## config.mk

```make
export PLATFORM = sky130hd
export DESIGN_NAME = ps2_scan_rx
export DESIGN_NICKNAME = d
export VERILOG_FILES = /design/src/rtl/ps2_pkg.sv /design/src/rtl/ps2_event_fifo.sv /design/src/rtl/ps2_scan_rx.sv
export SDC_FILE = /design/constraint.sdc
export NUM_CORES = 1
export LEC_CHECK = 0
export CAP_MARGIN = 20
export CORE_MARGIN = 2
export CORE_UTILIZATION = 60
export CTS_CLUSTER_DIAMETER = 80
export DETAILED_ROUTE_END_ITERATION = 7
export HOLD_SLACK_MARGIN = 0.05
export PLACE_DENSITY_LB_ADDON = 0.12
export SETUP_SLACK_MARGIN = 0.02
export SYNTH_ARGS = -nofsm -noshare
export SYNTH_HDL_FRONTEND = slang
export SYNTH_HIERARCHICAL = 1
export SYNTH_SLANG_ARGS = --single-unit
```

## constraint.sdc

```tcl
create_clock -name clk -period 5.1 [get_ports clk]
set_input_delay 0.765 -clock clk [delete_from_list [all_inputs] [get_ports clk]]
set_output_delay 0.765 -clock clk [all_outputs]
set_load 0.005 [all_outputs]
```

## src/rtl/ps2_pkg.sv

```systemverilog
// Shared PS/2 receiver types: prefix bytes, frame bit positions, event record.
// Imported by the scan receiver and its event FIFO.
package ps2_pkg;

  localparam logic [7:0] PS2_EXT_PREFIX = 8'hE0;
  localparam logic [7:0] PS2_BRK_PREFIX = 8'hF0;

  localparam int START = 0;
  localparam int PAR   = 9;
  localparam int STOP  = 10;

  typedef struct packed {
    logic       brk;
    logic       ext;
    logic [7:0] code;
  } ps2_event_t;

endpackage

```

## src/rtl/ps2_event_fifo.sv

```systemverilog
// First-word fall-through FIFO of ps2_event_t.
// Ports: push/din, pop, dout (head, zero when empty), full, empty, count.
module ps2_event_fifo
  import ps2_pkg::*;
#(
  parameter int DEPTH = 8
) (
  input  logic                     clk,
  input  logic                     rst,
  input  logic                     push,
  input  ps2_event_t               din,
  input  logic                     pop,
  output ps2_event_t               dout,
  output logic                     full,
  output logic                     empty,
  output logic [$clog2(DEPTH):0]   count
);

  localparam int AW = $clog2(DEPTH);

  ps2_event_t    mem [DEPTH];
  logic [AW-1:0] wptr;
  logic [AW-1:0] rptr;
  logic [AW:0]   cnt;
  logic          do_push;
  logic          do_pop;

  assign full    = (cnt == (AW+1)'(DEPTH));
  assign empty   = (cnt == '0);
  assign do_pop  = pop & ~empty;
  // A full FIFO still accepts a push when the head leaves this cycle.
  assign do_push = push & (~full | do_pop);
  assign count   = cnt;
  assign dout    = empty ? '0 : mem[rptr];

  always_ff @(posedge clk) begin
    if (do_push) mem[wptr] <= din;
  end

  always_ff @(posedge clk or negedge rst) begin
    if (!rst) begin
      wptr <= '0;
      rptr <= '0;
      cnt  <= '0;
    end else begin
      if (do_push) wptr <= wptr + 1'b1;
      if (do_pop)  rptr <= rptr + 1'b1;
      unique case ({do_push, do_pop})
        2'b10:   cnt <= cnt + 1'b1;
        2'b01:   cnt <= cnt - 1'b1;
        default: cnt <= cnt;
      endcase
    end
  end

endmodule

```

## src/rtl/ps2_scan_rx.sv

```systemverilog
// PS/2 keyboard receiver: pin sync, 11-bit frame check, E0/F0 folding,
// idle timeout, buffered key events (valid/ready), sticky overflow, error pulses.
module ps2_scan_rx
  import ps2_pkg::*;
#(
  parameter int FIFO_DEPTH     = 8,
  parameter int TIMEOUT_CYCLES = 50000,
  parameter int SYNC_STAGES    = 2
) (
  input  logic                          clk,
  input  logic                          rst,
  input  logic                          ps2_clk,
  input  logic                          ps2_data,
  output logic                          ev_valid,
  input  logic                          ev_ready,
  output logic [7:0]                    ev_code,
  output logic                          ev_break,
  output logic                          ev_ext,
  output logic [$clog2(FIFO_DEPTH):0]   fifo_count,
  output logic                          overflow,
  input  logic                          ovf_clr,
  output logic                          err_parity,
  output logic                          err_frame
);

  localparam int TW = $clog2(TIMEOUT_CYCLES + 1);

  logic [SYNC_STAGES-1:0] clk_sync;
  logic [SYNC_STAGES-1:0] dat_sync;
  logic                   clk_s;
  logic                   dat_s;
  logic                   clk_prev;
  logic                   fall;

  logic [3:0]             bit_cnt;
  logic [10:0]            shreg;
  logic                   frame_done;
  logic                   ext_f;
  logic                   brk_f;
  logic [TW-1:0]          tmo_cnt;
  logic                   tmo_hit;

  logic                   start_ok;
  logic                   stop_ok;
  logic                   par_ok;
  logic                   good;
  logic [7:0]             rx_byte;
  logic                   is_ext;
  logic                   is_brk;

  logic                   push;
  ps2_event_t             push_ev;
  ps2_event_t             head;
  logic                   full;
  logic                   empty;
  logic                   pop;

  // Pins idle high; resetting the chain high avoids a false fall.
  always_ff @(posedge clk or negedge rst) begin
    if (!rst) begin
      clk_sync <= '1;
      dat_sync <= '1;
      clk_prev <= 1'b1;
    end else begin
      clk_sync <= {clk_sync[SYNC_STAGES-2:0], ps2_clk};
      dat_sync <= {dat_sync[SYNC_STAGES-2:0], ps2_data};
      clk_prev <= clk_s;
    end
  end

  assign clk_s = clk_sync[SYNC_STAGES-1];
  assign dat_s = dat_sync[SYNC_STAGES-1];
  assign fall  = clk_prev & ~clk_s;

  // Bits arrive LSB first, so after 11 shifts shreg[i] is frame bit i.
  assign start_ok = ~shreg[START];
  assign stop_ok  = shreg[STOP];
  assign par_ok   = ^shreg[PAR:1];
  assign rx_byte  = shreg[8:1];
  assign good     = frame_done & start_ok & stop_ok & par_ok;
  assign is_ext   = (rx_byte == PS2_EXT_PREFIX);
  assign is_brk   = (rx_byte == PS2_BRK_PREFIX);

  assign tmo_hit = (bit_cnt != 4'd0) & ~fall &
                   (tmo_cnt == TW'(TIMEOUT_CYCLES - 1));

  always_ff @(posedge clk or negedge rst) begin
    if (!rst) begin
      bit_cnt    <= '0;
      shreg      <= '0;
      frame_done <= 1'b0;
      tmo_cnt    <= '0;
      ext_f      <= 1'b0;
      brk_f      <= 1'b0;
      err_frame  <= 1'b0;
      err_parity <= 1'b0;
    end else begin
      frame_done <= fall & (bit_cnt == 4'(STOP));
      if (fall) begin
        shreg   <= {dat_s, shreg[10:1]};
        bit_cnt <= (bit_cnt == 4'(STOP)) ? 4'd0 : bit_cnt + 4'd1;
        tmo_cnt <= '0;
      end else if (tmo_hit) begin
        bit_cnt <= '0;
        tmo_cnt <= '0;
      end else if (bit_cnt != 4'd0) begin
        tmo_cnt <= tmo_cnt + 1'b1;
      end else begin
        tmo_cnt <= '0;
      end

      if (tmo_hit || (frame_done && !good)) begin
        ext_f <= 1'b0;
        brk_f <= 1'b0;
      end else if (good) begin
        unique case (1'b1)
          is_ext:  ext_f <= 1'b1;
          is_brk:  brk_f <= 1'b1;
          default: begin
            ext_f <= 1'b0;
            brk_f <= 1'b0;
          end
        endcase
      end

      err_frame  <= tmo_hit | (frame_done & ~(start_ok & stop_ok));
      err_parity <= frame_done & start_ok & stop_ok & ~par_ok;
    end
  end

  assign push         = good & ~is_ext & ~is_brk;
  assign push_ev.brk  = brk_f;
  assign push_ev.ext  = ext_f;
  assign push_ev.code = rx_byte;
  assign pop          = ev_valid & ev_ready;

  ps2_event_fifo #(
    .DEPTH (FIFO_DEPTH)
  ) u_fifo (
    .clk   (clk),
    .rst   (rst),
    .push  (push),
    .din   (push_ev),
    .pop   (pop),
    .dout  (head),
    .full  (full),
    .empty (empty),
    .count (fifo_count)
  );

  assign ev_valid = ~empty;
  assign ev_code  = head.code;
  assign ev_break = head.brk;
  assign ev_ext   = head.ext;

  // Set beats clear when both land in the same cycle.
  always_ff @(posedge clk or negedge rst) begin
    if (!rst) begin
      overflow <= 1'b0;
    end else if (push && full && !pop) begin
      overflow <= 1'b1;
    end else if (ovf_clr) begin
      overflow <= 1'b0;
    end
  end

endmodule

```

==> impl_metrics.yaml, run 1 <==
power:
  pwr-share-comb_pct: 24.4
  p_leak_nw: 2.59
  intPower_w: 0.00261
  swShare_pct: 28.0
  pwr-share-clk_pct: 36.1
  max-vdd-ir-drop_v: 0.000324
  power.density_nw_per_um2: 534
  p_sw_w: 0.00101
  seqPwrFrac_pct: 39.5
logic_synthesis:
  synth_compound_area_share_pct: 5.08
  yosysWarnings: 6
  synth-simple-area-share_pct: 10.7
  yosys.area_share.adder_pct: 3.18
  synth-main-ff-cell: "edfxtp_1"
  syn_inst: 391
  yosys-top-cells-count: "edfxtp_1, dfrtp_1, nor2_1"
  synth.cell_area_um2: 5740
  async_flop_share_pct: 39.4
  synth_xor_area_share_pct: 3.14
  ys_top_cells_by_area: "edfxtp_1, dfrtp_1, mux4_2, ha_1, nor2_1"
  yosysTopAreaCell: "edfxtp_1"
  yosys_register_bits: 132
  synth_nets: 411
  synth_seq_area_share_pct: 64.6
  ys_types: 60
  synth_top_area_share_pct: 41.8
  synth.mux.area_fraction_pct: 10.4
  synth_top_family_by_area: "simple AND/OR/NAND/NOR gates"
  synth_edf_count: 80
  syn_avg_cell_area_um2: 14.7
  synth_most_common_cell: "edfxtp_1"
global_route:
  grt_max_degree: 53
  grt.total_usage_pct: 22.5
  antenna_found_initial: 0
  grt_pass1_vias: 3245
  grt_first_pass_wirelength_um: 17000
  grt_overflow: 0
worst_setup_path:
  cp-end-kind: "flop"
  crit_required_ns: 5.23
  worst_path_most_repeated_cell: "nor2_1"
  worstSetupStartpointType: "flop"
  cpMaxStageDelayCell: "nor2_1"
  crit_buf_inv: 1
  arrival_ns: 4.23
  critPathMaxFanout: 11
  cp_cell_sequence: "inv_1, ha_1, xnor3_1, xnor2_1, nand2_1, nor2_1, o31ai_4, or2_2, nor2_1"
  slowest_delay_ns: 0.80
  worstSetupPathType: "reg2reg"
  critPathTopFamily: "simple AND/OR/NAND/NOR gates"
  reg2reg_slack_ns: 1.00
clock_network:
  htreeDepth: 4
  postCtsHoldBufs: 0
  postCtsSetupBuffers: 0
  cts_tree: "built"
  insertion_delay_ns: 0.52
  cts_sinks: 132
  root_buffer: "clkbuf_8"
  cts.path.max_buffers: 2
  path_clk_slew_ns: 0.06
  cts_resized: 0
  cts_inserted_buffers: 17
layout:
  areaGrowthSynthToFinish_pct: 18.0
  diodes: 0
  nNetsFinal: 448
  drive_above_1_share_pct: 20.0
  nFillCells: 603
outcome:
  status: "complete, no violations"
placement:
  routabilityCongestion: 0.774
  hpwl_um: 6590
  preCtsSetupSlack_ns: 0.927
  numPortBuffers: 23
sta:
  post-route-period-util_pct: 80.4
  relSlewSlack_pct: 25.8
  fin_ws_ns: 1.00
  setup_violations: 0
  maxSlewViolCount: 0
  fin_tns_setup_ns: 0
  finalHoldViolCount: 0
  fin_worst_skew_ns: 0.0106
  max_slew.worst_pin.slew_ns: 1.10
  rsz0062_at_grt: "false"
  fmax_mhz: 244
  layout_min_cycle_time_ns: 4.10
floorplan:
  die_h_um: 102
  dieArea_um2: 10400
  ios: 24
  core_um2: 9280
  die_w_um: 102
  std_cell_rows: 35
  start_util_pct: 61.8
route:
  drtPass1Iterations: 4
  wire_per_inst_um: 18.6
  drt_iter0_markers: 264
  wl_um: 10600
  route.detailed.drc: 0
  ant_nets: 0
  vias: 3279
  viasPerCell: 5.75
worst_hold_path:
  hp-class: "in2async"
job:
  max_cap_violations: 0
==> kinds of logic after synthesis <==
group           after synthesis
compound gates               39
xor+xnor                     19
fa+ha+maj                    14
buf+inv                      35
flops                       132
mux                          34
simple gates                118
==> through the flow <==
stage | instances | instance area, um2 | hold WS, ns | power (W) | utilization (%)
2_1_floorplan | 391 | 5740 | 0.345 | 0.00200 | -
5_1_grt | 570 | 6780 | 0.359 | 0.00381 | 73.0
3_5_place_dp | 537 | 6120 | 0.348 | 0.00233 | 66.0
4_1_cts | 569 | 6770 | 0.358 | 0.00365 | 72.9
6_report | 570 | 6780 | 0.357 | 0.00362 | 73.0
3_3_place_gp | 537 | 6120 | 0.346 | 0.00230 | 66.0
==> final timing paths <==
check                      depth (start not counted)               end        start
max in group asynchronous                          2        frame_done          rst
setup / recovery                                   9  u_fifo/mem[7][4]     shreg[5]
hold / removal                                     2        tmo_cnt[7]          rst
setup reg to reg                                   9  u_fifo/mem[7][4]     shreg[5]
min in group clk                                   0       dat_sync[1]  dat_sync[0]
hold reg to reg                                    0       dat_sync[1]  dat_sync[0]
==> sequential cells by signal (all words and copies together), names as in the netlist, 3 cells and up <==
| name | flops |
|---|---|
| u_fifo/count | 4 |
| tmo_cnt | 16 |
| u_fifo/rptr | 3 |
| u_fifo/wptr | 3 |
| shreg | 11 |
| bit_cnt | 4 |
| u_fifo/mem | 80 |
==> placed cells by master (no fill, tap or decap), types with 7 or more instances in the layout <==
cell             netlist  layout
buf_4                  0      10
clkbuf_16              0      16
clkdlybuf4s50_1        0      22
dfrtp_1               47      47
edfxtp_1              80      80
ha_1                  13      13
inv_1                 20      20
mux2i_1               11      11
mux4_2                20      20
nand2_1               31      31
nand2b_1               8       8
nand3_1                7       7
nor2_1                36      36
o21ai_0               13      13
xnor2_1               10      10
xor2_1                 8       8
==> power by group through the flow <==
| stage | Clock (W) | Sequential [W] | Combinational (W) |
|---|---|---|---|
| 6_report | 0.00131 | 0.00143 | 0.000883 |
| 5_1_grt | 0.00138 | 0.00145 | 0.000987 |
| 4_1_cts | 0.00133 | 0.00143 | 0.000895 |
| 3_5_place_dp | 0 | 0.00144 | 0.000887 |
| 3_3_place_gp | 0 | 0.00144 | 0.000866 |
| 2_1_floorplan | 0 | 0.00136 | 0.000639 |
==> layer usage <==
layer | up-vias | GRT usage, % | part of all wire, %
met5 | - | 0 | 0
met4 | 0 | 7.79 | 1.2
met3 | 11 | 6.09 | 4.3
met2 | 86 | 35.4 | 51
met1 | 1659 | 31.0 | 44
li1 | 1523 | - | -
==> worst reg2reg max path: stages (launching register included) <==
cell	delay, ns
dfrtp_1	0.52
inv_1	0.11
ha_1	0.32
xnor3_1	0.35
xnor2_1	0.28
nand2_1	0.15
nor2_1	0.54
o31ai_4	0.27
or2_2	0.38
nor2_1	0.80
==> layout make-up <==
type / instances / area, um2 / share of cell area [%]
inverters: 20 / 75.1 / 1.11
clock buffers: 18 / 418 / 6.17
multi-input cells: 224 / 1880 / 27.8
repair buffers: 33 / 300 / 4.43
clock inverters: 14 / 226 / 3.34
well taps: 129 / 161 / 2.38
flip-flops and latches: 132 / 3710 / 54.8
Power figures use the tool's default switching activity.
==> run 2: changes to the inputs <==
- CORE_UTILIZATION: 60 -> 54
- clock period: 5.1 -> 3.6 ns (I/O delays scaled with it)
==> run 2 against run 1 <==
  * Wire length shrank 2.6%
  * Clock skew shrank 0.0039 ns
  * Total power grew 37%
  * Sequential cell count is the same
  * Count of clock-buffer cells in the layout is the same
  * Largest power group unchanged
==> impl_metrics.yaml, run 2 (same netlist as run 1, synthesis figures left out) <==
route:
  viasPerCell: 5.49
  route.detailed.drc: 0
  drtPass1Iterations: 5
  vias: 3206
  wire_per_inst_um: 17.7
  wl_um: 10300
  ant_nets: 0
  drt_iter0_markers: 168
sta:
  maxSlewViolCount: 0
  max_slew.worst_pin.slew_ns: 0.729
  rsz0062_at_grt: "false"
  fin_worst_skew_ns: 0.00665
  relSlewSlack_pct: 51.4
  hold_slack_ns: 0.357
  fmax_mhz: 301
  fin_tns_setup_ns: 0
  post-route-period-util_pct: 92.3
  setup_violations: 0
  layout_min_cycle_time_ns: 3.32
  finalHoldViolCount: 0
floorplan:
  die_h_um: 107
  std_cell_rows: 37
  die_w_um: 107
  core_um2: 10300
  ios: 24
  dieArea_um2: 11500
  start_util_pct: 55.6
global_route:
  antenna_found_initial: 0
  grt_max_degree: 49
  grt.total_usage_pct: 20.3
  grt_first_pass_wirelength_um: 17100
  grt_pass1_vias: 3280
  grt_overflow: 0
worst_setup_path:
  reg2reg_slack_ns: 0.28
  critPathMaxFanout: 11
  worstReg2RegEnd: "u_fifo/count[3]"
  crit_required_ns: 3.98
  cp-end-kind: "flop"
  cpMaxStageDelayCell: "dfrtp_1"
  worstSetupStartpointType: "flop"
  arrival_ns: 3.70
  worstRegToRegCells: 14
  worstSetupPathType: "reg2reg"
  timing.rr.start: "shreg[5]"
  slowest_delay_ns: 0.52
  cp_cell_sequence: "inv_1, ha_1, xnor3_1, xnor2_1, nand2_1, nor2_1, inv_1, nand2b_1, inv_1, ha_1, a211oi_1, or3_1, o211ai_1, o221ai_1"
  worst_path_most_repeated_cell: "inv_1"
layout:
  drive_above_1_share_pct: 21.2
  final_common_cell: "edfxtp_1"
  nFillCells: 726
  top_register: "u_fifo/mem"
  reg_top3: "u_fifo/mem x80, tmo_cnt x16, shreg x11"
  diodes: 0
  areaGrowthSynthToFinish_pct: 18.3
  largest_reg_flops: 80
  final_cell_mix: "edfxtp_1, dfrtp_1, nor2_1, nand2_1, clkdlybuf4s50_1"
  nNetsFinal: 455
power:
  pwr-share-clk_pct: 33.9
  pwr-share-comb_pct: 26.4
  max-vdd-ir-drop_v: 0.000428
  seqPwrFrac_pct: 39.8
  intPower_w: 0.00356
  p_sw_w: 0.00139
  power.density_nw_per_um2: 728
  p_leak_nw: 2.61
  swShare_pct: 28.0
job:
  max_cap_violations: 0
placement:
  routabilityCongestion: 0.813
  hpwl_um: 6360
  numPortBuffers: 23
clock_network:
  root_buffer: "clkbuf_8"
  postCtsSetupBuffers: 0
  cts_sinks: 132
  path_clk_slew_ns: 0.06
  insertion_delay_ns: 0.52
  cts_inserted_buffers: 17
  htreeDepth: 4
  cts_tree: "built"
  cts.path.max_buffers: 2
outcome:
  status: "complete, no violations"
worst_hold_path:
  whs_endpoint: "clk_sync[1]"
  worstHoldStart: "clk_sync[0]"
  hp-class: "reg2reg"
  whs_path_depth: 0
run 2: cell types whose count changed in the layout (fill, tap and decap cells not counted), sizes merged:
cell	before	now
clkinv	4	7
buf	11	17
dlygate4sd3	0	1
bufinv	5	3
inv	23	20
clkinvlp	2	4
run 2: per-layer routing:
layer  vias up  share of wire, %  track usage [%]  routed length (um)
li1       1531                 -                -                   -
met1      1594                44             26.4                4540
met2        71                50             33.1                5110
met3        10               5.3             5.29                 545
met4         0               1.1             7.51                 116
met5         -                 0                0                   0
run 2: what timing repair did:
item	in CTS	in global routing
endpoints found under the hold margin	0	16
gates resized for setup	0	0
hold buffers	0	1
run 2: power by group through the flow:
stage	Sequential [W]	Combinational (W)	Clock, W
2_1_floorplan	0.00192	0.000906	0
3_3_place_gp	0.00199	0.00129	0
3_5_place_dp	0.00200	0.00132	0
4_1_cts	0.00197	0.00133	0.00171
5_1_grt	0.00199	0.00145	0.00179
6_report	0.00197	0.00130	0.00168
run 2: stage by stage:
step,power (W),utilization [%],cell area [um2],setup WS [ns],std cells
2_1_floorplan,0.00283,-,5750,0.0354,391
3_3_place_gp,0.00328,59.8,6170,0.421,550
3_5_place_dp,0.00331,59.8,6170,0.307,550
4_1_cts,0.00501,65.5,6760,0.271,582
5_1_grt,0.00523,65.8,6790,0.0267,584
6_report,0.00495,65.8,6790,0.277,584
run 2: final cells by class:
| type | count | area, um2 | area share (%) |
|---|---|---|---|
| clock buffer | 18 | 428 | 6.30 |
| clock inverter | 14 | 161 | 2.38 |
| inverter | 20 | 75.1 | 1.11 |
| multi-input combinational | 224 | 1880 | 27.7 |
| sequential | 132 | 3710 | 54.6 |
| tap | 136 | 170 | 2.51 |
| timing repair buffer | 40 | 368 | 5.42 |
run 2: worst max-delay path by stage:
stage             start               end  slack [ns]  depth (start not counted)
2_1_floorplan  shreg[5]  u_fifo/mem[0][0]        0.04                          8
3_3_place_gp   shreg[5]   u_fifo/count[3]        0.42                         14
3_5_place_dp   shreg[5]   u_fifo/count[3]        0.31                         14
4_1_cts        shreg[5]   u_fifo/count[3]        0.27                         14
5_1_grt        shreg[5]   u_fifo/count[3]        0.03                         14
6_report       shreg[5]   u_fifo/count[3]        0.28                         14
run 2: critical path, delay by kind of cell (launching register included):
kind / cells / cell delay [ns]
buf+inv: 3 / 0.26
xor+xnor: 2 / 0.58
simple gates: 4 / 0.82
flops: 1 / 0.52
fa+ha+maj: 2 / 0.60
compound gates: 3 / 0.40
==> run 3: changes to the inputs <==
- SLEW_MARGIN: unset -> 20
==> run 3 against run 2 <==
  * Utilization fell by 0.27 points
  * Critical endpoint unchanged
  * Sequential share of layout area rose by 0.22 points
  * Fmax fell by 0.19%
  * Clock skew barely moved
  * Worst hold slack got worse by 0.32 ns
  * Die area did not move
  * Via count rose by 1.3%
  * First-iteration DRC count rose by 15%
  * Sequential cell count did not move
==> impl_metrics.yaml, run 3 (same netlist as run 1, synthesis figures left out) <==
global_route:
  antenna_found_initial: 0
  grt.total_usage_pct: 20.3
  grt_first_pass_wirelength_um: 17100
  grt_max_degree: 49
  grt_overflow: 0
  grt_pass1_vias: 3280
layout:
  final_common_cell: "edfxtp_1"
  final_cell_mix: "edfxtp_1, dfrtp_1, nor2_1, nand2_1, clkdlybuf4s50_1"
  diodes: 0
  reg_top3: "u_fifo/mem x80, tmo_cnt x16, shreg x11"
  nFillCells: 725
  largest_reg_flops: 80
  drive_above_1_share_pct: 21.1
  nNetsFinal: 453
  final_cells: 582
  top_register: "u_fifo/mem"
  areaGrowthSynthToFinish_pct: 17.8
clock_network:
  postCtsHoldBufs: 0
  cts_inserted_buffers: 17
  cts.path.max_buffers: 2
  root_buffer: "clkbuf_8"
  insertion_delay_ns: 0.52
  cts_tree: "built"
  htreeDepth: 4
  cts_sinks: 132
  path_clk_slew_ns: 0.06
  cts_resized: 0
  postCtsSetupBuffers: 0
worst_setup_path:
  worstSetupStartpointType: "flop"
  arrival_ns: 3.71
  crit_required_ns: 3.98
  worstRegToRegCells: 14
  critPathMaxFanout: 11
  worstReg2RegEnd: "u_fifo/count[3]"
  cp-end-kind: "flop"
  timing.rr.start: "shreg[5]"
  reg2reg_slack_ns: 0.27
  worstSetupPathType: "reg2reg"
sta:
  layout_min_cycle_time_ns: 3.33
  max_slew.worst_pin.slew_ns: 0.732
  relSlewSlack_pct: 51.2
  post-route-period-util_pct: 92.5
  maxSlewViolCount: 0
  rsz0062_at_grt: "false"
  finalHoldViolCount: 0
  fin_worst_skew_ns: 0.00625
  fin_tns_setup_ns: 0
  fmax_mhz: 300
  setup_violations: 0
job:
  max_cap_violations: 0
worst_hold_path:
  hp-class: "in2async"
placement:
  numPortBuffers: 23
  routabilityCongestion: 0.813
  dp.cells: 550
  hpwl_um: 6360
floorplan:
  die_w_um: 107
  ios: 24
  core_um2: 10300
  start_util_pct: 55.6
  dieArea_um2: 11500
  std_cell_rows: 37
  die_h_um: 107
route:
  drt_iter0_markers: 194
  ant_nets: 0
  viasPerCell: 5.58
  route.detailed.drc: 0
  drtPass1Iterations: 4
  wl_um: 10400
  wire_per_inst_um: 17.8
  vias: 3249
power:
  max-vdd-ir-drop_v: 0.000429
  p_leak_nw: 2.60
  power.density_nw_per_um2: 731
outcome:
  status: "complete, no violations"
==> run 3: cell types whose count changed in the layout (fill, tap and decap cells not counted), sizes merged <==
cell         before  now
buf              17   16
dlygate4sd3       1    0
==> run 3: metrics by stage <==
stage / hold WS (ns) / instance area, um2 / setup WS (ns) / total power (W) / utilization [%]
after CTS: 0.251 / 6760 / 0.271 / 0.00501 / 65.5
after global routing: 0.0806 / 6770 / 0.0267 / 0.00522 / 65.5
final: 0.0366 / 6770 / 0.270 / 0.00494 / 65.5
after global placement: 0.346 / 6170 / 0.421 / 0.00328 / 59.8
after floorplan: 0.244 / 5750 / 0.0354 / 0.00283 / -
after detailed placement: 0.349 / 6170 / 0.307 / 0.00331 / 59.8
==> run 3: per-layer routing <==
layer  up-vias  share of wire (%)  global-route usage [%]
met5         -                  0                       0
met4         0                1.4                    7.51
met3        13                4.2                    5.29
met2        63                 50                    33.1
met1      1641                 44                    26.4
li1       1532                  -                       -
==> run 3: cell type report <==
type	count	area [um2]	area share, %
multi-input combinational	224	1880	27.8
sequential	132	3710	54.8
timing repair buffer	38	340	5.03
clock buffer	18	428	6.33
inverter	20	75.1	1.11
clock inverter	14	161	2.39
tap	136	170	2.52
==> run 3: power breakdown <==
part,internal [W],switching [W]
sequential,0.00177,0.000193
combinational,0.000720,0.000579
clock,0.00106,0.000611
==> run 3: how the worst max path moves through the flow <==
stage	from	cells after the start	endpoint
finish	shreg[5]	14	u_fifo/count[3]
global route	shreg[5]	14	u_fifo/count[3]
CTS	shreg[5]	14	u_fifo/count[3]
detailed placement	shreg[5]	14	u_fifo/count[3]
global placement	shreg[5]	14	u_fifo/count[3]
floorplan	shreg[5]	8	u_fifo/mem[0][0]
==> run 3: critical path, stage by stage (launching register included) <==
cell and delay [ns]:
dfrtp_1 0.52, inv_1 0.10, ha_1 0.33, xnor3_1 0.35, xnor2_1 0.23, nand2_1 0.14, nor2_1 0.16, inv_1 0.08
nand2b_1 0.11, inv_1 0.07, ha_1 0.27, a211oi_1 0.09, or3_1 0.41, o211ai_1 0.18, o221ai_1 0.13
